**src/rtl/disp_arbiter.sv**
```systemverilog
// disp_arbiter: round-robin ownership of a 4-digit segment display among three clients
// Ports:
//   clk, rst            clock, asynchronous active-high reset
//   req[2:0]            level request per client
//   data0..data2[27:0]  client digits {d3,d2,d1,d0}, 7 bits each, active-low segments
//   grant[2:0]          one-hot current owner, zero in idle/blank
//   owner[1:0]          current or last owner, 3 until the first grant
//   disp3..disp0[6:0]   registered digit data to the scanner, 7'h7F when blank
module disp_arbiter #(
  parameter int HOLD_CYCLES  = 100_000_000,
  parameter int BLANK_CYCLES = 1_000_000
) (
  input  logic        clk,
  input  logic        rst,
  input  logic [2:0]  req,
  input  logic [27:0] data0,
  input  logic [27:0] data1,
  input  logic [27:0] data2,
  output logic [2:0]  grant,
  output logic [1:0]  owner,
  output logic [6:0]  disp3,
  output logic [6:0]  disp2,
  output logic [6:0]  disp1,
  output logic [6:0]  disp0
);
  typedef enum logic [1:0] {IDLE, OWN, BLANK} state_t;
  localparam logic [26:0] HOLD_MAX  = 27'(HOLD_CYCLES - 1);
  localparam logic [26:0] BLANK_MAX = 27'(BLANK_CYCLES - 1);
  state_t      state_q, state_d;
  logic [2:0]  grant_q, grant_d;
  logic [1:0]  owner_q, owner_d;
  logic [26:0] hold_q, hold_d, blank_q, blank_d;
  logic [27:0] disp_q, disp_d, sel;
  logic [1:0]  base, c1, c2, win;
  logic        others;
  // treating "no owner yet" as owner 2 makes the search order 0,1,2 after reset
  assign base   = owner_q == 2'd3 ? 2'd2 : owner_q;
  assign c1     = base == 2'd2 ? 2'd0 : base + 2'd1;
  assign c2     = c1 == 2'd2 ? 2'd0 : c1 + 2'd1;
  assign win    = req[c1] ? c1 : req[c2] ? c2 : base;
  assign others = |(req & ~(3'b001 << owner_q));
  assign sel    = owner_q == 2'd0 ? data0 : owner_q == 2'd1 ? data1 : data2;
  always_comb begin
    state_d = state_q;
    grant_d = grant_q;
    owner_d = owner_q;
    hold_d  = hold_q;
    blank_d = blank_q;
    disp_d  = state_q == OWN ? sel : 28'hFFFFFFF;
    case (state_q)
      IDLE: if (|req) begin
        state_d = OWN;
        owner_d = win;
        grant_d = 3'b001 << win;
        hold_d  = '0;
      end
      OWN: if (!req[owner_q] || (hold_q == HOLD_MAX && others)) begin
        state_d = BLANK;
        grant_d = '0;
        blank_d = '0;
      end else hold_d = hold_q == HOLD_MAX ? hold_q : hold_q + 27'd1;
      default: if (blank_q == BLANK_MAX) begin
        state_d = |req ? OWN : IDLE;
        blank_d = '0;
        hold_d  = '0;
        if (|req) begin
          owner_d = win;
          grant_d = 3'b001 << win;
        end
      end else blank_d = blank_q + 27'd1;
    endcase
  end
  always_ff @(posedge clk or posedge rst)
    if (rst) begin
      state_q <= IDLE;
      grant_q <= '0;
      owner_q <= 2'd3;
      hold_q  <= '0;
      blank_q <= '0;
      disp_q  <= 28'hFFFFFFF;
    end else begin
      state_q <= state_d;
      grant_q <= grant_d;
      owner_q <= owner_d;
      hold_q  <= hold_d;
      blank_q <= blank_d;
      disp_q  <= disp_d;
    end
  assign grant = grant_q;
  assign owner = owner_q;
  assign {disp3, disp2, disp1, disp0} = disp_q;
endmodule

```
**config.mk**
```make
export PLATFORM = sky130hd
export DESIGN_NAME = disp_arbiter
export DESIGN_NICKNAME = d
export VERILOG_FILES = /design/src/rtl/disp_arbiter.sv
export SDC_FILE = /design/constraint.sdc
export NUM_CORES = 1
export LEC_CHECK = 0
export CAP_MARGIN = 20
export CORE_MARGIN = 2
export CORE_UTILIZATION = 58
export CTS_CLUSTER_DIAMETER = 40
export CTS_CLUSTER_SIZE = 24
export DETAILED_ROUTE_END_ITERATION = 10
export DONT_BUFFER_PORTS = 1
export GPL_TIMING_DRIVEN = 0
export PLACE_DENSITY_LB_ADDON = 0.25
export RECOVER_POWER = 25
export SYNTH_ARGS = -nofsm -noshare
export SYNTH_HDL_FRONTEND = slang
export SYNTH_SLANG_ARGS = --single-unit
```
**constraint.sdc**
```tcl
create_clock -name clk -period 2.92 [get_ports clk]
set_input_delay 0.876 -clock clk [delete_from_list [all_inputs] [get_ports clk]]
set_output_delay 0.876 -clock clk [all_outputs]
set_load 0.05 [all_outputs]
```
# [Word level (Yosys, flattened, before mapping)]
# Cells that the tools add are included.
[word_totals] reg_bits=89 in_bits=89 latchBits=0 elab_cells=78 mem_bits_ro=0 ram_bits=0 memories=0 out_inout_bits=33
[classes] n_addsub=4 n_bitwise=4 reduce_logical=14 mux=34 div_mod_pow=0 shifts=2 n_lt_le_gt_ge=3 multipliers=0 n_eq_ne=11
[ops] op="27-bit two-way mux" n=6
[ops] op="27-bit one-hot mux with 2 select lines" n=2
[ops] op="28-bit two-way mux" n=3
[ops] op="27-bit by 1-bit adder with 27-bit output, second input constant" n=2
[ops] op="27-bit by 20-bit equality test with 1-bit output, second input constant" n=1
[ops] op="27-bit equality test, second input constant" n=1
[ops] op="2-bit two-way mux" n=10
[ops] op="2-bit by 3-bit less-than comparator with 1-bit output, second input constant" n=3
[ops] op="3-bit two-way mux" n=3
[ops] op="2-bit one-hot mux with 2 select lines" n=2
[ops] op="1-bit binary-select mux with 2-bit select" n=3
[ops] op="2-bit equality test, second input constant" n=3
[ops] op="2-bit != test, second input constant" n=3
[ops] op="3-bit one-hot mux with 2 select lines" n=1
[ops] op="2-bit AND reduction" n=3
[ops] op="3-bit OR reduction" n=2
[ops] op="1-bit by 2-bit left shift with 3-bit output, first input constant" n=2
[ops] op="2-bit by 1-bit adder with 2-bit output, second input constant" n=2
[ops] op="2-bit by 1-bit equality test with 1-bit output, second input constant" n=2
[ops] op="2-bit logical NOT" n=2
[ops] op="1-bit two-way mux" n=4
[ops] op="4-bit AND reduction" n=1
[ops] op="3-bit bitwise AND" n=1
[ops] op="3-bit NOT" n=1
[ops] op="8 further kinds" n=9

# [Longest topological paths before layout]
[logic_depth] depth_word=14 depth_mapped=9 depth_no_buf=7

# [Worst setup path before layout]
# No wires, ideal clock.
[synth_path] kind="register to register" startpoint="register owner_q[1] (netlist: owner[1])" endpoint="register hold_q[6]" setup_slack_ps=515 t_arrival_ps=2286 path_stages_with_launch=9 setup_time_ps=119 synth_period_minus_slack_ps=2405 n_path_buf=2 t_required_ps=2801 cell_sequence="dfstp_2 > buf_2 > mux2i_1 > o21a_1 > a31oi_2 > a21oi_2 > buf_2 > o31a_1 > o21a_1"
[synth_via] elab_chain_len=8 word_cells_on_any_way=11
[synth_rtl] element="start, declared" line_no="31" rtl="logic [1:0] owner_q, owner_d;"
[synth_rtl] element="start signal, assigned" line_no="84" rtl="owner_q <= owner_d;"
[synth_rtl] element="1-bit by 2-bit left shift with 3-bit output" line_no="41" rtl="assign others = |(req & ~(3'b001 << owner_q));"
[synth_rtl] element="3-bit NOT" line_no="41"
[synth_rtl] element="3-bit bitwise AND" line_no="41"
[synth_rtl] element="3-bit OR reduction" line_no="41"
[synth_rtl] element="1-bit logical AND" line_no="57" rtl="OWN: if (!req[owner_q] || (hold_q == HOLD_MAX && others)) begin"
[synth_rtl] element="1-bit logical OR (*)" line_no="57"
[synth_rtl] element="2-bit != test (no source line) (*)"
[synth_rtl] element="4-bit AND reduction (no source line) (*)"
[synth_rtl] element="end signal, assigned" line_no="85" rtl="hold_q <= hold_d;"
[synth_rtl] element="end, declared" line_no="32" rtl="logic [26:0] hold_q, hold_d, blank_q, blank_d;"
# Mark *: on every way between the ends. The rest lies on a longest branch, timed or not. The select of a mux whose other input is x is not followed.
# A chain may end at the register's enable or synchronous reset.

# [Final worst setup path]
[layout_path] startpoint="register owner_q[1] (netlist: owner[1])" endpoint="register hold_q[10]"
# The elaborated chain is that of the path after synthesis.

==> impl_metrics.toml <==
[status]
status = "complete, no violations"

[drt]
antenna_left = 0
drt_drc_violations_left = 0
drt-initial-drc-count = 310
wirelength_um = 12300
via_count = 4227
vias_per_cell = 6.52
wl_per_cell_um = 18.9
first_pass_iters = 5

[layout]
nets = 629
stdcell_count = 648
layout_common_cells = "65 x o21ai_0, 62 x nand2_1, 59 x dfrtp_1"
n_antenna_cell = 0
fill_cells = 689
layout_commonest_cell = "o21ai_0"
fin_area_mm2 = 0.00533
drive_gt1_frac = 0.164
area_growth_pct = 7.53

[sta]
slew_headroom = 0.126
setup_viol = 0
finalCriticalPeriod_ps = 2720
fin_tns_setup_ps = 0
drv_slew = 0
tightestPinTransition_ps = 1310
skew_ps = 10.1
finalCritPeriodShare = 0.930
hold_violations = 0
rsz0062_at_grt = "false"
fmax_mhz = 368

[cts]
cts_buffer_depth = 2
cts_tree = "built"
root_buffer = "clkbuf_8"
ctsHtreeMaxLevel = 3
clkTransAtPathRegs_ps = 90
cts_inserted_buffers = 9
clock_latency_ps = 360
cts_sinks = 89

[logic_synthesis]
syn_area_mm2 = 0.00495
yosysWarnings = 0
syn_avg_cell_area_um2 = 9.44
ys_ff_latch = 89
synth_edf_count = 0
async_flop_share = 1.00
syn_nets = 616
synth_cells = 525
synth_top_flop_cell = "dfrtp_1"
ys_seq_area_frac = 0.457
yosysTopAreaCell = "dfrtp_1"
yosysTopAreaCellShare = 0.298
ys_types = 48
yosys-top-cells-area = "dfrtp_1 30%, dfstp_2 16%, o21ai_0 6.7%"

[place]
placed_area_mm2 = 0.00513
placed_cells = 632
dpl.hpwl_um = 8890
io_buffers = 0
place_congestion = 0.917

[setup_path]
path_class = "register to register"
cp_max_fo = 10
arrival_ps = 3000
worstPathRequired_ps = 3200
cp-end-kind = "register"
cp-start-kind = "register"

[grt]
grt_pass1_vias = 4220
grt_pass1_wl_um = 20100
grt_antenna_before_repair = 0
track_usage = 0.284
grt_start_max_net_pins = 45
gr-total-overflow = 0

[die]
dieArea_mm2 = 0.00930
num_io_pins = 122
num_rows = 33
start_util = 0.600
die_h_um = 96.4
core_area_mm2 = 0.00826
die_w_um = 96.4

[hold_path]
hp-class = "input pin to asynchronous set/reset pin"

[pwr]
p_leak_nw = 1.97
power_density_mw_per_mm2 = 429
ir_drop_mv = 0.405

[flow_run]
drv_cap = 0
path summary, 6_finish.rpt:
path	end	from	slack, ps	cells after the start
setup / recovery	hold_q[10]$_DFFE_PP0P_	owner[1]$_DFFE_PP1P_	200	9
hold / removal	blank_q[17]$_DFFE_PP0P_	rst	530	1
setup reg to reg	hold_q[10]$_DFFE_PP0P_	owner[1]$_DFFE_PP1P_	200	9
hold reg to reg	blank_q[14]$_DFFE_PP0P_	blank_q[14]$_DFFE_PP0P_	540	1
max in group asynchronous	disp_q[17]$_DFF_PP1_	rst	460	3
min in group clk	blank_q[14]$_DFFE_PP0P_	blank_q[14]$_DFFE_PP0P_	540	1
critical path: stages, from the launching register on:
cell      delay (ps)
dfstp_2          720
clkbuf_4         270
mux2i_1          190
o21a_1           280
a31oi_4          120
a21oi_4          280
buf_2            270
buf_2            250
o21ai_0          120
a21oi_1          140
cell usage after synthesis, drive strengths merged (2+ instances only):
cell and number:
a31oi 9, and4 9, mux2i 29, a21oi 34
dfrtp 59, nor2b 3, nor4bb 3, buf 10
nand2 62, nor3 7, nand3 25, nor2 13
nor4 10, ha 2, dfstp 30, mux2 28
o211ai 4, or4 4, and2 5, o21a 5
o31a 3, clkbuf 23, o21ai 67, o31ai 6
nand4 15, and3 11, a21o 3, inv 6
or3 27, nor4b 2
routing by layer:
metal / vias to the layer above / routed length (um) / global-route usage
met5: - / 0 / 0
met4: 0 / 320 / 0.143
met3: 25 / 825 / 0.0535
met2: 208 / 6060 / 0.462
met1: 2026 / 5040 / 0.363
li1: 1968 / - / -
logic make-up (layout without fill, tap and decap cells):
| family | count (synthesis) | in the layout | share of synthesized area |
|---|---|---|---|
| AO/OA/AOI/OAI | 134 | 134 | 0.155 |
| AND/OR/NAND/NOR | 201 | 201 | 0.221 |
| flip-flops | 89 | 89 | 0.457 |
| multiplexers | 57 | 57 | 0.122 |
| adder cells (fa/ha/maj) | 3 | 3 | 0.00707 |
| buffers and inverters | 39 | 57 | 0.0338 |
| XOR/XNOR | 2 | 2 | 0.00354 |
report_power, final:
part | total, mW | internal, mW | leakage, nW | switching, mW
combinational | 0.168 | 0.0778 | 0.800 | 0.0900
clock | 0.836 | 0.395 | 0.0856 | 0.441
sequential | 1.28 | 1.25 | 1.08 | 0.0321
state kept, by name, indices dropped and copies added (netlist names):
name and count:
disp_q 28, owner 2, state_q 2, grant 3, hold_q 27, blank_q 27
what timing repair did:
item	in CTS	in global routing
endpoints found under the setup margin	0	29
gates resized for setup	0	8
setup buffers	0	0
hold buffers	0	0
stage by stage:
step,power (mW),utilization,setup WS [ps],hold slack (ps)
3_5_place_dp,1.48,0.621,70.0,521
6_report,2.29,0.645,203,532
5_1_grt,2.37,0.645,15.7,554
4_1_cts,2.30,0.644,45.4,401
3_3_place_gp,1.46,0.616,158,504
2_1_floorplan,1.44,-,515,457
final cells by class:
type / count / area [um^2] / share of cell area
Multi-Input combinational cell: 397 / 2550 / 0.479
Sequential cell: 89 / 2260 / 0.425
Clock inverter: 5 / 57.6 / 0.0108
Buffer: 32 / 145 / 0.0272
Tap cell: 105 / 131 / 0.0247
Inverter: 6 / 23.8 / 0.00446
Timing Repair Buffer: 3 / 20.0 / 0.00376
Clock buffer: 11 / 131 / 0.0247
(Power assumes the default switching activity.)
==> RTL edit, RTL diff (same flow settings) <==
Re-encode `state_t` (3 states) as one-hot, 3 bits wide.
--- a/src/rtl/disp_arbiter.sv
+++ b/src/rtl/disp_arbiter.sv
@@ -25,3 +25,3 @@
 );
-  typedef enum logic [1:0] {IDLE, OWN, BLANK} state_t;
+  typedef enum logic [2:0] {IDLE = 3'b001, OWN = 3'b010, BLANK = 3'b100} state_t;
   localparam logic [26:0] HOLD_MAX  = 27'(HOLD_CYCLES - 1);
Formal check against the unedited RTL: no difference found for any inputs over 10 cycles, from zero or initial values and one cycle with rst high; not proved beyond that.
==> RTL edit against the original RTL <==
- wire length rose by 7.8%
- cell area rose by 6.3%
- sequential cell count rose by 1
- non-clock buffer count rose by 7
- critical path type unchanged
- setup slack got worse by 0.038 ns
- synthesized area rose by 5.4%
- sequential share of layout area fell by 2.0 points
- critical path depth did not move
Power is not compared: it rests on default switching activity, and its combinational part moved more than twofold at a synthesized area within 25%.
==> RTL edit: results (changes against the original RTL) <==
<table>
<tr><th>Metric</th><th>Value</th></tr>
<tr><th colspan="2">Placed design</th></tr>
<tr><td>Placer's final routability congestion estimate</td><td>0.9180 (was 0.9166)</td></tr>
<tr><td>Post-DP HPWL</td><td>9668 µm (was 8890 µm)</td></tr>
<tr><td>Minimum setup slack after placement</td><td>-0.4319 ns (was 0.06995 ns)</td></tr>
<tr><td>DP Cell Count</td><td>716 (was 632)</td></tr>
<tr><th colspan="2">Final layout</th></tr>
<tr><td>Number of filler cells placed in the layout</td><td>696 (was 689)</td></tr>
<tr><td>Area of combinational cells with multiple inputs</td><td>2716 µm² (was 2552 µm²)</td></tr>
<tr><td>Fin nets</td><td>710 (was 629)</td></tr>
<tr><td>Fraction of final layout cells with drive strength greater than 1</td><td>12.18% (was 16.39%)</td></tr>
<tr><th colspan="2">Synthesis</th></tr>
<tr><td>Number of different library cells in the post-synthesis netlist</td><td>50 (was 48)</td></tr>
<tr><td>Top area cells in the synthesized netlist</td><td>sky130_fd_sc_hd__dfrtp_1 (28%), sky130_fd_sc_hd__dfstp_2 (16%), sky130_fd_sc_hd__nand2_1 (7.7%) (was sky130_fd_sc_hd__dfrtp_1 (30%), sky130_fd_sc_hd__dfstp_2 (16%), sky130_fd_sc_hd__o21ai_0 (6.7%))</td></tr>
<tr><td>Post-synth net total</td><td>697 (was 616)</td></tr>
<tr><td>Sequential area share after synthesis</td><td>43.87% (was 45.72%)</td></tr>
<tr><td>Most common library cells after synthesis</td><td>sky130_fd_sc_hd__nand2_1 (107), sky130_fd_sc_hd__dfrtp_1 (59), sky130_fd_sc_hd__o21ai_0 (54) (was sky130_fd_sc_hd__o21ai_0 (66), sky130_fd_sc_hd__nand2_1 (62), sky130_fd_sc_hd__dfrtp_1 (59))</td></tr>
<tr><td>Post-Synthesis Mean Instance Area</td><td>8.618 µm² (was 9.435 µm²)</td></tr>
<tr><th colspan="2">STA</th></tr>
<tr><td>Max-Slew Margin vs Limit</td><td>9.447% (was 12.56%)</td></tr>
<tr><td>Skew final</td><td>0.01296 ns (was 0.01014 ns)</td></tr>
<tr><th colspan="2">Drt</th></tr>
<tr><td>Avg Vias per Cell</td><td>6.400 (was 6.523)</td></tr>
<tr><td>Per-cell routed wire length</td><td>18.05 µm (was 18.91 µm)</td></tr>
<tr><td>Total detailed-routing wirelength</td><td>13210 µm (was 12250 µm)</td></tr>
<tr><th colspan="2">Global routing</th></tr>
<tr><td>Largest net degree at the start of global routing</td><td>44 (was 45)</td></tr>
<tr><td>Vias in the first global route</td><td>4650 (was 4220)</td></tr>
<tr><td>Global-route wire length before repair</td><td>21980 µm (was 20130 µm)</td></tr>
<tr><td>Total routing resource utilization after global routing</td><td>27.41% (was 28.36%)</td></tr>
<tr><th colspan="2">Setup path</th></tr>
<tr><td>Data arrival, critical path</td><td>2.99 ns (was 3.00 ns)</td></tr>
<tr><th colspan="2">Outcome</th></tr>
<tr><td>Run status</td><td>finished, final reports clean (unchanged)</td></tr>
</table>
## RTL edit: changes by cell type after synthesis, sizes merged, moves of 5 or more
cell | before | now
clkbuf | 23 | 30
inv | 6 | 16
o31ai | 6 | 25
or4 | 4 | 24
a21oi | 34 | 40
a31oi | 9 | 22
nor2 | 13 | 29
or2 | 0 | 5
or3 | 27 | 5
o21ai | 67 | 57
mux2i | 29 | 34
nand2 | 62 | 107
mux2 | 28 | 0
## RTL edit: stage by stage
stage	total power (W)	area, µm²
finish	0.002373	5660
global route	0.002453	5660
CTS	0.002395	5654
detailed placement	0.001346	5401
global placement	0.001337	5361
floorplan	0.001325	5226
## RTL edit: where the power goes
group | internal [W] | switching [W]
Sequential | 0.00125 | 0
Clock | 0.000579 | 0.000476
Combinational | 0.0000229 | 0.0000470
## RTL edit: layer usage
layer / vias up / GRT usage (%) / part of all wire [%]
met4: 0 / 7.692 / 1.1
met3: 17 / 6.241 / 6.5
met5: - / 0 / 0
met1: 2223 / 36.38 / 42
li1: 2252 / - / -
met2: 193 / 45.32 / 50
## RTL edit: worst max-delay path, delay by kind of cell, from the launching register on
family                 cells  cell delay, ns
and+or+nand+nor            1            0.09
DFF                        1            0.72
buffers and inverters      3            0.77
AOI/OAI and AO/OA          4            0.95
muxes                      1            0.10
## RTL edit: worst paths after layout
kind	to	cells after the start	slack [ns]	start
max in group asynchronous	disp_q[27]	3	0.40	rst
max reg2reg	hold_q[23]	9	0.17	owner[1]
min reg2reg	blank_q[21]	1	0.50	blank_q[21]
max	hold_q[23]	9	0.17	owner[1]
min in group clk	blank_q[21]	1	0.50	blank_q[21]
min	blank_q[9]	1	0.47	rst
## RTL edit: cells by family after synthesis
group | share of synthesized area (%)
adder cells (fa/ha/maj) | 0.4791
AO/OA/AOI/OAI | 19.41
AND/OR/NAND/NOR | 25.13
flip-flops | 43.87
multiplexers | 6.517
buffers and inverters | 4.600
## RTL edit: cell type report
class | instances | area share [%]
timing repair buffer | 2 | 0.4200
sequential | 90 | 40.47
inverter | 16 | 1.083
buffer | 40 | 3.271
clock buffer | 9 | 2.188
tap | 108 | 2.387
multi-input combinational | 460 | 47.99
clock inverter | 7 | 2.188
## RTL edit: what timing repair did
item,4_1_cts,5_1_grt
pin swaps,0,0
setup endpoints to repair,24,23
gates resized for setup,1,11
hold endpoints to repair,0,0
gates cloned,0,0
